### config.mk
export PLATFORM = sky130hd
export DESIGN_NAME = alu_seq
export DESIGN_NICKNAME = d
export VERILOG_FILES = /design/src/rtl/alu_seq.sv
export SDC_FILE = /design/constraint.sdc
export NUM_CORES = 1
export LEC_CHECK = 0
export BUFFER_PORTS_ARGS = -buffer_cell sky130_fd_sc_hd__buf_2
export CAP_MARGIN = 20
export CORE_MARGIN = 10
export CORE_UTILIZATION = 40
export CTS_CLUSTER_SIZE = 16
export DETAILED_ROUTE_END_ITERATION = 10
export PLACE_DENSITY = 0.54
export SLEW_MARGIN = 40
export SYNTH_ARGS = -nofsm -noshare
export SYNTH_HDL_FRONTEND = slang
export SYNTH_SLANG_ARGS = --single-unit
### constraint.sdc
create_clock -name clk -period 6.5 [get_ports clk]
set_clock_uncertainty 0.05 [all_clocks]
set_input_delay 1.3 -clock clk [delete_from_list [all_inputs] [get_ports clk]]
set_output_delay 1.3 -clock clk [all_outputs]
set_load 0.01 [all_outputs]
### src/rtl/alu_seq.sv
// Sequential ALU with valid/ready handshake on both sides, a persistent carry
// flag for ADC chains, rotates and a one-partial-product-per-cycle multiplier.
module alu_seq #(
   parameter int BUS_WIDTH = 8
) (
   input  logic                 clk,
   input  logic                 rst_n,
   input  logic                 in_valid,
   output logic                 in_ready,
   input  logic [BUS_WIDTH-1:0] a,
   input  logic [BUS_WIDTH-1:0] b,
   input  logic [3:0]           opcode,
   output logic                 out_valid,
   input  logic                 out_ready,
   output logic [BUS_WIDTH-1:0] y,
   output logic [BUS_WIDTH-1:0] y_hi,
   output logic                 carry_out,
   output logic                 borrow,
   output logic                 zero,
   output logic                 parity,
   output logic                 invalid_op,
   output logic                 busy
);
   localparam int W  = BUS_WIDTH;
   localparam int SW = $clog2(BUS_WIDTH);

   localparam logic [3:0] OP_ADD = 4'd1;
   localparam logic [3:0] OP_ADC = 4'd2;
   localparam logic [3:0] OP_SUB = 4'd3;
   localparam logic [3:0] OP_INC = 4'd4;
   localparam logic [3:0] OP_DEC = 4'd5;
   localparam logic [3:0] OP_AND = 4'd6;
   localparam logic [3:0] OP_NOT = 4'd7;
   localparam logic [3:0] OP_ROL = 4'd8;
   localparam logic [3:0] OP_ROR = 4'd9;
   localparam logic [3:0] OP_OR  = 4'd10;
   localparam logic [3:0] OP_XOR = 4'd11;
   localparam logic [3:0] OP_MUL = 4'd12;
   localparam logic [3:0] OP_CLC = 4'd13;

   typedef enum logic {IDLE, MUL} state_t;

   state_t         state;
   logic           cflag;
   logic [2*W-1:0] acc;
   logic [2*W-1:0] mcand;
   logic [W-1:0]   mplier;
   logic [SW-1:0]  cnt;

   logic           accept;
   logic [W:0]     wide;
   logic [SW-1:0]  amt;
   logic [2*W-1:0] rot_l;
   logic [2*W-1:0] rot_r;
   logic [W-1:0]   res_y;
   logic           res_c;
   logic           res_b;
   logic           res_inv;
   logic           res_cflag;
   logic [2*W-1:0] acc_next;

   // Handshake: a transfer happens on a rising edge where valid && ready;
   // ready never depends on valid from the same side.
   assign in_ready = (state == IDLE) && (!out_valid || out_ready);
   assign accept   = in_valid && in_ready;
   assign busy     = (state == MUL);

   // Rotates take the matching half of a doubled operand shifted by the amount.
   assign amt   = b[SW-1:0];
   assign rot_l = {a, a} << amt;
   assign rot_r = {a, a} >> amt;

   assign acc_next = acc + (mplier[0] ? mcand : '0);

   always_comb begin
      wide      = '0;
      res_y     = '0;
      res_c     = 1'b0;
      res_b     = 1'b0;
      res_inv   = 1'b0;
      res_cflag = cflag;
      case (opcode)
         OP_ADD: begin
            wide = {1'b0, a} + {1'b0, b};
            res_y = wide[W-1:0]; res_c = wide[W]; res_cflag = wide[W];
         end
         OP_ADC: begin
            wide = {1'b0, a} + {1'b0, b} + {{W{1'b0}}, cflag};
            res_y = wide[W-1:0]; res_c = wide[W]; res_cflag = wide[W];
         end
         OP_INC: begin
            wide = {1'b0, a} + {{W{1'b0}}, 1'b1};
            res_y = wide[W-1:0]; res_c = wide[W]; res_cflag = wide[W];
         end
         OP_SUB: begin
            wide = {1'b0, a} - {1'b0, b};
            res_y = wide[W-1:0]; res_b = wide[W]; res_cflag = wide[W];
         end
         OP_DEC: begin
            wide = {1'b0, a} - {{W{1'b0}}, 1'b1};
            res_y = wide[W-1:0]; res_b = wide[W]; res_cflag = wide[W];
         end
         OP_AND: res_y = a & b;
         OP_OR:  res_y = a | b;
         OP_XOR: res_y = a ^ b;
         OP_NOT: res_y = ~a;
         OP_ROL: res_y = rot_l[2*W-1:W];
         OP_ROR: res_y = rot_r[W-1:0];
         OP_MUL: res_y = '0;
         OP_CLC: res_cflag = 1'b0;
         default: res_inv = 1'b1;
      endcase
   end

   always_ff @(posedge clk or negedge rst_n) begin
      if (!rst_n) begin
         state      <= IDLE;
         cflag      <= 1'b0;
         acc        <= '0;
         mcand      <= '0;
         mplier     <= '0;
         cnt        <= '0;
         out_valid  <= 1'b0;
         y          <= '0;
         y_hi       <= '0;
         carry_out  <= 1'b0;
         borrow     <= 1'b0;
         zero       <= 1'b0;
         parity     <= 1'b0;
         invalid_op <= 1'b0;
      end else begin
         case (state)
            IDLE: begin
               if (accept) begin
                  if (opcode == OP_MUL) begin
                     state     <= MUL;
                     acc       <= '0;
                     mcand     <= {{W{1'b0}}, a};
                     mplier    <= b;
                     cnt       <= '0;
                     out_valid <= 1'b0;
                  end else begin
                     y          <= res_y;
                     y_hi       <= '0;
                     carry_out  <= res_c;
                     borrow     <= res_b;
                     zero       <= (res_y == '0);
                     parity     <= ^res_y;
                     invalid_op <= res_inv;
                     cflag      <= res_cflag;
                     out_valid  <= 1'b1;
                  end
               end else if (out_ready) begin
                  out_valid <= 1'b0;
               end
            end
            MUL: begin
               acc    <= acc_next;
               mcand  <= mcand << 1;
               mplier <= mplier >> 1;
               cnt    <= cnt + 1'b1;
               // The edge that adds the last partial product also publishes it.
               if (cnt == SW'(W - 1)) begin
                  state      <= IDLE;
                  cnt        <= '0;
                  y          <= acc_next[W-1:0];
                  y_hi       <= acc_next[2*W-1:W];
                  carry_out  <= 1'b0;
                  borrow     <= 1'b0;
                  zero       <= (acc_next == '0);
                  parity     <= ^acc_next[W-1:0];
                  invalid_op <= 1'b0;
                  out_valid  <= 1'b1;
               end
            end
            default: state <= IDLE;
         endcase
      end
   end
endmodule

Word level (Yosys, flattened, before mapping) --
Cells that the tools add are included.
Operators by class: equality and inequality tests 19, multiply operators 0, add/sub/neg operators 7, shifts and indexed selects 2, reduce and logical (&&, ||, !) cells 14, multiplexer cells 54, order comparisons 0, bitwise operators 6, divide/modulo/power cells 0
Operators with widths (count):
- case mux 8 bit (11 select lines) | 1
- 2-to-1 mux 16 bit | 5
- 2-to-1 mux 8 bit | 8
- case mux 16 bit (2 select lines) | 2
- case mux 8 bit (2 select lines) | 3
- == test 4 bit, second input constant | 6
- 2-to-1 mux 1 bit | 21
- adder 16 bit | 1
- == test 4 x 3 -> 1 bit, second input constant | 4
- logical NOT 16 bit | 1
- case mux 1 bit (2 select lines) | 8
- XOR reduction 8 bit | 2
- left shift 16 x 3 -> 16 bit | 1
- right shift 16 x 3 -> 8 bit | 1
- OR reduction 12 bit | 1
- adder 8 x 1 -> 9 bit, second input constant | 1
- adder 8 x 8 -> 9 bit | 1
- adder 9 x 1 -> 9 bit | 1
- 2-to-1 mux 3 bit | 3
- subtractor 8 x 1 -> 9 bit, second input constant | 1
- subtractor 8 x 8 -> 9 bit | 1
- AND 8 bit | 1
- == test 4 x 2 -> 1 bit, second input constant | 2
- logical NOT 8 bit | 1
- other kinds (20) | 25
Word-level totals: logic and storage cells 116, bits in read-only memories 0, register bits 67, memories kept 0, bits in writable memories 0, bits in latches 0

Logic depth before layout (Yosys ltp) --
Gate-level depths: netlist of run 1.
word-level depth 7, mapped depth 16, gate-level depth less buffers 14

Least setup slack after synthesis of run 1 --
OpenSTA, ideal clock, no wires.
path kind input port to flip-flop, from input port a[0], to register parity, library setup time 0.083 ns, stages 15, arrival 4.097 ns, buffers on the path 1, setup slack 2.270 ns, cell sequence buf_6 inv_1 ha_1 fa_1 o21bai_1 a221oi_1 nand3_1 o41ai_1 or4_4 a2111oi_4 ha_1 xnor2_1 xnor2_1 a21oi_1 o21ai_0
Between the ends: cells in the longest elaborated chain, start to end 7, elaborated cells on any way between the ends 16, those cells by class add/sub (5); shift (2); mux (4); bitwise (4); reduce/logical (1)
Ends and longest elaborated chain:
- start, declared | RTL line 10 | input logic [BUS_WIDTH-1:0] a,
- adder 8 x 8 -> 9 bit | RTL line 84, 88
- adder 9 x 1 -> 9 bit | RTL line 88 | wide = {1'b0, a} + {1'b0, b} + {{W{1'b0}}, cflag};
- case mux 8 bit (11 select lines) (*) | RTL line 82 | case (opcode)
- XOR reduction 8 bit (*) | RTL line 148 | parity <= ^res_y;
- 2-to-1 mux 1 bit (*) | RTL line 135 | if (opcode == OP_MUL) begin
- 2-to-1 mux 1 bit (*) | RTL line 134 | if (accept) begin
- case mux 1 bit (2 select lines) (*) | RTL line 132 | case (state)
- end signal, assigned | RTL line 148
- end signal, assigned | RTL line 171 | parity <= ^acc_next[W-1:0];
- end, declared | RTL line 20 | output logic parity,
Every way passes the cells marked *; elsewhere a longest branch is shown, timed or not. The select of a mux whose other input is x is not followed. A chain may end at the register's enable or synchronous reset.

Worst setup path after layout of run 1 --
from input port b[2], to register parity
Between the ends: cells in the longest elaborated chain, start to end 7, elaborated cells on any way between the ends 13, those cells by class add/sub (3); shift (2); mux (4); bitwise (3); reduce/logical (1)
Ends and longest elaborated chain:
- start, declared | RTL line 11 | input logic [BUS_WIDTH-1:0] b,
- adder 8 x 8 -> 9 bit | RTL line 84, 88
- adder 9 x 1 -> 9 bit | RTL line 88
- case mux 8 bit (11 select lines) (*) | RTL line 82
- XOR reduction 8 bit (*) | RTL line 148
- 2-to-1 mux 1 bit (*) | RTL line 135
- 2-to-1 mux 1 bit (*) | RTL line 134
- case mux 1 bit (2 select lines) (*) | RTL line 132
Marks and branches as above.

==> impl_summary.txt, run 1 <==
----------------------------------------------------
[Status]
  Outcome ... finished, final reports clean

[Clocking]
  Total CTS buffers ... 9
  Total clock sinks ... 67
  Clk Tree Root Cell ... sky130_fd_sc_hd__clkbuf_16
  Clock-pin slew reported for the worst setup and hold paths after clock tree synthesis ... ~60 ps
  Total of cells resized after clock tree synthesis ... 0
  Hold buffers post-CTS ... 0
  Setup fix buffers added after clock tree synthesis ... 0
  Largest buffer count on any clock path ... 2
  Clock latency reported for the late side of the worst-skew pair ... ~340 ps
  # H-tree levels ... 3
  Clock tree from TritonCTS ... yes

[STA]
  Count of endpoints failing setup in the final report ... 0
  Peak Freq ... 209 MHz
  Worst slew pin tran ... between 700 and 800 ps
  Share of the cycle needed by the critical path after routing ... between 70% and 80%
  Unrepaired setup endpoints after global routing ... false
  Relative slew slack ... approximately half
  Final-report hold violation count ... 0
  Pins over their slew limit ... 0
  Sum of negative setup slack ... 0 ps
  Minimum clock period after layout ... ~4800 ps

[Logic synthesis]
  Synth warn ... 0
  Share of synthesized area occupied by flip-flops and latches ... between 20 and 30%
  Proportion of register bits with asynchronous set or reset after synthesis ... 100%
  Number of flops mapped to enable cells by yosys ... 0
  Top_reg_cell synth ... sky130_fd_sc_hd__dfrtp_1
  Mean instance size in the synthesized netlist ... ~7.9 µm²
  Netlist Area Pre-Place ... 6450 µm²
  Synthesized netlist cell count ... a little over 800
  Number of register bits inferred by synthesis ... between 60 and 70
  Mapped Nets ... around 890
  Count of different cell masters after synthesis ... between 70 and 80

[Critical path]
  Largest stage delay on the critical path ... between 600 and 700 ps
  Number of cells on the worst reg-to-reg path ... 14
  Crit-path cells ... buf_2, inv_1, ha_1, o21bai_1, a221oi_1, o41ai_1, or4_4, a2111oi_4, ha_1, xnor2_1, xnor2_1, a21oi_1, o21ai_0
  Data arrival time at the worst-slack endpoint ... 4990 ps
  Critical path start-end classification ... in2reg
  Max stage delay cell, worst path ... sky130_fd_sc_hd__ha_1
  Maximum fanout along the worst path ... 25
  Crit path capture type ... flop
  Critical path launch point type ... input pin
  Required @ worst endpoint ... ~6700 ps

[Floorplan]
  I/O pin count ... 48
  Die extent in x ... around 150 µm
  Rows ... between 40 and 50
  Die area ... ~22000 µm²
  Height of the die ... roughly 150 µm
  Core Footprint ... roughly 16000 µm²
  Starting Density ... roughly 41%

[GRT]
  Largest net degree at the start of global routing ... 77
  Number of antenna violations at the first check in global routing ... 0
  Number of global-route vias before repair ... between 5000 and 6000
  Overall Global Routing Usage ... between 10% and 20%
  Final global-route overflow total ... 0
  Wire length of the first global-routing pass ... ~33 mm

[Drt]
  Remaining design rule violation count ... 0
  Drt initial violations ... approximately 550
  DRT Pass-1 Iters ... 5
  Per-cell routed wire length ... around 20 µm
  Count of antenna-violating nets left after detailed routing ... 0
  Number of vias in the routed layout ... 6165
  Vias per cell ... 5.92
  Wire length after detailed routing ... between 20 and 25 mm

[Power]
  Static power due to leakage ... roughly 3.2 nW
  Peak supply drop ... about 0.14 mV
  Power per cell area ... roughly 310 nW/µm²
  Total Power ... between 2 and 2.5 mW

[Cells and area]
  Fraction of layout cells with a size suffix above 1 ... 11.7%
  Cell area after layout ... 7050 µm²
  Most common library cell in the layout ignoring fill and taps ... sky130_fd_sc_hd__nand2_1
  Seq. cell area ... 1680 µm²
  Most used cells in the layout excluding fill and tap cells ... sky130_fd_sc_hd__nand2_1 (113), sky130_fd_sc_hd__nor2_1 (70), sky130_fd_sc_hd__a21oi_1 (66), sky130_fd_sc_hd__dfrtp_1 (66), sky130_fd_sc_hd__o21ai_0 (61)
  Diode count ... 0
  Number of fill cells ... between 1500 and 2000
  Area overhead of the layout relative to synthesis ... 9.31%
  Final design utilization ... around 45%
  Net total in the final layout ... between 900 and 1000
  Number of standard cells in the layout, taps in and fillers out ... between 1000 and 1500
  Multi-input combinational cell area ... around 4400 µm²

[Placement]
  Number of buffers added on ports ... 47
  Half-perimeter wire length after placement ... approximately 16 mm
  Routability congestion estimate from global placement ... ~0.97
  Placed Cells ... 1027
  Instance area after placement ... between 6000 and 7000 µm²

[Min path]
  Hold path depth ... 2
  Type of the tightest min-delay check ... reg2reg

[Flow run]
  Max cap viols ... 0

----------------------------------------------------
[worst max-delay path, delay by kind of cell]
kind                       cells  cell delay (ps)
adders and majority gates      2              920
and+or+nand+nor                1              560
xor gates and xnor gates       2              330
AOI/OAI and AO/OA              6             1300
buffers and inverters          2              580
[where the power goes]
part           internal (mW)  total (mW)  switching (mW)
registers              0.564       0.674           0.110
clock network          0.326       0.505           0.179
logic                  0.366       0.973           0.607
[Yosys cell counts, types with 10 or more instances]
cell type	count	area share (%)
sky130_fd_sc_hd__a21o_1	11	1.3
sky130_fd_sc_hd__nand2_1	113	6.6
sky130_fd_sc_hd__clkbuf_1	33	1.9
sky130_fd_sc_hd__buf_2	12	0.93
sky130_fd_sc_hd__mux2i_1	25	3.9
sky130_fd_sc_hd__nand3_1	22	1.7
sky130_fd_sc_hd__ha_1	53	10
sky130_fd_sc_hd__inv_1	30	1.7
sky130_fd_sc_hd__nand2b_1	10	0.97
sky130_fd_sc_hd__xnor2_1	27	3.7
sky130_fd_sc_hd__o21ai_0	61	4.7
sky130_fd_sc_hd__a21oi_1	66	5.1
sky130_fd_sc_hd__dfrtp_1	67	26
sky130_fd_sc_hd__nor3_1	13	1.0
sky130_fd_sc_hd__nor2_1	70	4.1
sky130_fd_sc_hd__and2_1	19	1.8
[logic make-up after synthesis]
group | after synthesis | synth area share (%)
flip-flops | 67 | 26.0
multiplexers | 33 | 5.80
buffers and inverters | 85 | 5.70
XOR/XNOR | 36 | 4.89
adder cells (fa/ha/maj) | 56 | 11.2
AND/OR/NAND/NOR | 290 | 21.2
AO/OA/AOI/OAI | 246 | 25.3
[worst paths after layout]
kind	startpoint	end	slack [ps]
setup / recovery	b[2]	parity	1720
hold / removal	y_hi[4]	y_hi[4]	420
setup reg to reg	mplier[0]	parity	3000
hold reg to reg	y_hi[4]	y_hi[4]	420
max in group asynchronous	rst_n	busy	4900
min in group asynchronous	rst_n	invalid_op	1010
[through the flow]
stage | worst slack, ps | hold slack, ps
after floorplan | 2270 | 402
after global placement | 1500 | 413
after detailed placement | 1440 | 417
after CTS | 1780 | 428
after global routing | 1400 | 442
final | 1720 | 424
[registers in the layout (all words and copies together), names as in the netlist, 3 cells and up]
register,flops
acc,16
mcand,16
mplier,8
y,8
y_hi,8
cnt,3
[area by class of cell]
cell class / instances / area share [%]
multi-input combinational: 661 / 62.5
tap: 216 / 3.83
sequential: 67 / 23.8
timing repair buffer: 51 / 3.81
clock buffer: 13 / 3.83
inverter: 32 / 1.70
clock inverter: 2 / 0.497
[layer usage]
layer	vias to the layer above	GRT usage (%)	part of all wire (%)	wire length, µm
met4	0	10.7	5.0	1060
li1	2940	-	-	-
met1	2984	22.5	42	9030
met2	187	32.7	49	10400
met5	-	0	0	0
met3	54	3.10	4.1	866
Note: power is estimated with default switching activity, not from simulation.
==> inputs of run 2 (changes only) <==
- clock period: 6.5 -> 5 ns (I/O delays scaled with it)
==> impl_summary.txt, run 2 (synthesis gave the netlist of run 1 again) <==
----------------------------------------------------
[Status]
  Outcome ... finished, final reports clean

[Critical path]
  Data arrival time at the worst-slack endpoint ... 4620 ps (-370 ps)
  Maximum fanout along the worst path ... 15 (-40%)
  Required @ worst endpoint ... 5190 ps (-1520 ps)
  Slack of the worst reg-to-reg path ... 1390 ps (-1610 ps)
  Critical path launch point type ... input pin
  Critical path start-end classification ... in2reg
  Crit path capture type ... flop

[STA]
  Minimum clock period after layout ... around 4400 ps
  Share of the cycle needed by the critical path after routing ... roughly nine tenths
  Pins over their slew limit ... 0 (unchanged)
  Final worst slack ... 566 ps (-1150 ps)
  Count of endpoints failing setup in the final report ... 0 (unchanged)
  Sum of negative setup slack ... 0 ps (unchanged)
  Peak Freq ... 226 MHz
  Worst slew pin tran ... 754 ps (+2.98 ps)
  Final-report hold violation count ... 0 (unchanged)
  Unrepaired setup endpoints after global routing ... false
  Relative slew slack ... 49.7% (+0.19 points)

[GRT]
  Overall Global Routing Usage ... 20.3% (+1.1 points)
  Largest net degree at the start of global routing ... 76 (-1.3%)
  Final global-route overflow total ... 0 (unchanged)
  Number of antenna violations at the first check in global routing ... 1 (+1)
  Wire length of the first global-routing pass ... 35.2 mm (+5.7%)
  Number of global-route vias before repair ... 6260 (+4.4%)

[Drt]
  Vias per cell ... 5.93 (+0.30%)
  DRT Pass-1 Iters ... 5 (unchanged)
  Count of antenna-violating nets left after detailed routing ... 0 (unchanged)
  Drt initial violations ... 446 (-19%)
  Number of vias in the routed layout ... 6249 (+1.4%)
  Wire length after detailed routing ... 22.4 mm (+4.8%)
  Per-cell routed wire length ... 21.3 µm (+3.7%)
  Remaining design rule violation count ... 0 (unchanged)

[Power]
  NetSw ... 1.18 mW (+32%)
  Power per cell area ... 404 nW/µm² (+32%)
  Clock Power Share ... 25.7% (+2.2 points)
  Cell internal power dissipation ... 1.72 mW (+37%)
  Peak supply drop ... 0.237 mV (+65%)
  Portion of total power attributed to combinational logic ... 44.1% (-1.1 points)
  Static power due to leakage ... 3.26 nW (+2.2%)
  Share of power burned in registers ... 30.2% (-1.1 points)
  Switching fraction of total power ... 40.8% (-0.84 points)

[Placement]
  Instance area after placement ... 6820 µm² (+1.1%)
  Routability congestion estimate from global placement ... 0.974 (+0.45%)
  Placed Cells ... 1037 (+0.97%)
  Half-perimeter wire length after placement ... 17.3 mm (+5.2%)
  Worst-case setup slack after placement ... 329 ps (-1110 ps)
  Number of buffers added on ports ... 47 (unchanged)

[Clocking]
  Total CTS buffers ... 9 (unchanged)
  Largest buffer count on any clock path ... 2 (unchanged)
  Total clock sinks ... 67 (unchanged)
  Clock latency reported for the late side of the worst-skew pair ... 330 ps (about the same)
  Setup fix buffers added after clock tree synthesis ... 0 (unchanged)
  Clock-pin slew reported for the worst setup and hold paths after clock tree synthesis ... 60 ps (about the same)
  Clock tree from TritonCTS ... yes
  # H-tree levels ... 3 (unchanged)
  Total of cells resized after clock tree synthesis ... 0 (unchanged)
  Clk Tree Root Cell ... sky130_fd_sc_hd__clkbuf_16
  Hold buffers post-CTS ... 0 (unchanged)

[Floorplan]
  Core Footprint ... 15800 µm² (unchanged)
  Die area ... 21600 µm² (unchanged)
  Die extent in x ... 147 µm (unchanged)
  Starting Density ... 40.8% (unchanged)
  I/O pin count ... 48 (unchanged)
  Height of the die ... 147 µm (unchanged)
  Rows ... 46 (unchanged)

[Cells and area]
  Number of fill cells ... 1592 (-0.87%)
  Diode count ... 0 (unchanged)
  Most common library cell in the layout ignoring fill and taps ... sky130_fd_sc_hd__nand2_1
  Largest registers ... acc x16, mcand x16
  Fraction of layout cells with a size suffix above 1 ... 12.9% (+1.2 points)
  Most used cells in the layout excluding fill and tap cells ... sky130_fd_sc_hd__nand2_1 (113), sky130_fd_sc_hd__nor2_1 (70), sky130_fd_sc_hd__a21oi_1 (66), sky130_fd_sc_hd__dfrtp_1 (66), sky130_fd_sc_hd__o21ai_0 (61)
  Net total in the final layout ... 912 (+1.1%)
  Area overhead of the layout relative to synthesis ... 11.1%
  Cell area after layout ... 7170 µm² (+1.7%)
  Number of standard cells in the layout, taps in and fillers out ... 1053 (+1.1%)

[Flow run]
  Max cap viols ... 0 (unchanged)

[Min path]
  Type of the tightest min-delay check ... reg2reg

----------------------------------------------------
## run 2: changes by cell type in the layout (fill, tap and decap cells not counted), sizes merged
cell    before  now
buf         51   61
bufinv       1    3
clkbuf      13   10
clkinv       2    4
## run 2: path summary, 6_finish.rpt
| check | cells after the start | to | from |
|---|---|---|---|
| max | 13 | parity | a[2] |
| min | 2 | y_hi[2] | y_hi[2] |
| max reg2reg | 14 | parity | mplier[0] |
| min reg2reg | 2 | y_hi[2] | y_hi[2] |
| max in group asynchronous | 2 | acc[2] | rst_n |
| min in group asynchronous | 1 | y_hi[1] | rst_n |
## run 2: layer usage
layer | vias up | routed length, µm | global-route usage (%)
met2 | 223 | 11000 | 35.0
met3 | 54 | 1060 | 3.50
met1 | 3005 | 9260 | 23.7
met4 | 2 | 1000 | 10.2
met5 | - | 11 | 0
li1 | 2965 | - | -
## run 2: area by class of cell
cell class,instances,area (µm²),area share [%]
Inverter,32,120,1.68
Tap cell,216,270,3.77
Sequential cell,67,1680,23.4
Clock buffer,10,239,3.33
Multi-Input combinational cell,661,4410,61.5
Timing Repair Buffer,61,343,4.78
Clock inverter,6,113,1.57
## run 2: per-stage QoR
step	util, %	hold WS (ps)	power (mW)
6_report	45.3	432	2.90
5_1_grt	45.3	457	3.12
4_1_cts	45.3	440	2.92
3_5_place_dp	43.1	422	2.16
3_3_place_gp	43.1	414	2.13
2_1_floorplan	-	402	1.75
## run 2: power by group through the flow
stage	clock network (mW)	logic (mW)	registers, mW
finish	0.745	1.28	0.876
global route	0.784	1.43	0.904
CTS	0.757	1.29	0.878
detailed placement	0	1.28	0.883
global placement	0	1.26	0.875
floorplan	0	0.883	0.867
## run 2: worst max-delay path, stage by stage
cell,delay [ps]
sky130_fd_sc_hd__buf_2,260
sky130_fd_sc_hd__inv_1,200
sky130_fd_sc_hd__ha_1,580
sky130_fd_sc_hd__o21bai_1,140
sky130_fd_sc_hd__a221oi_1,510
sky130_fd_sc_hd__o41ai_1,110
sky130_fd_sc_hd__or4_4,560
sky130_fd_sc_hd__a2111oi_4,300
sky130_fd_sc_hd__ha_1,310
sky130_fd_sc_hd__xnor2_1,210
sky130_fd_sc_hd__xnor2_1,170
sky130_fd_sc_hd__a21oi_1,90
sky130_fd_sc_hd__o21ai_0,160
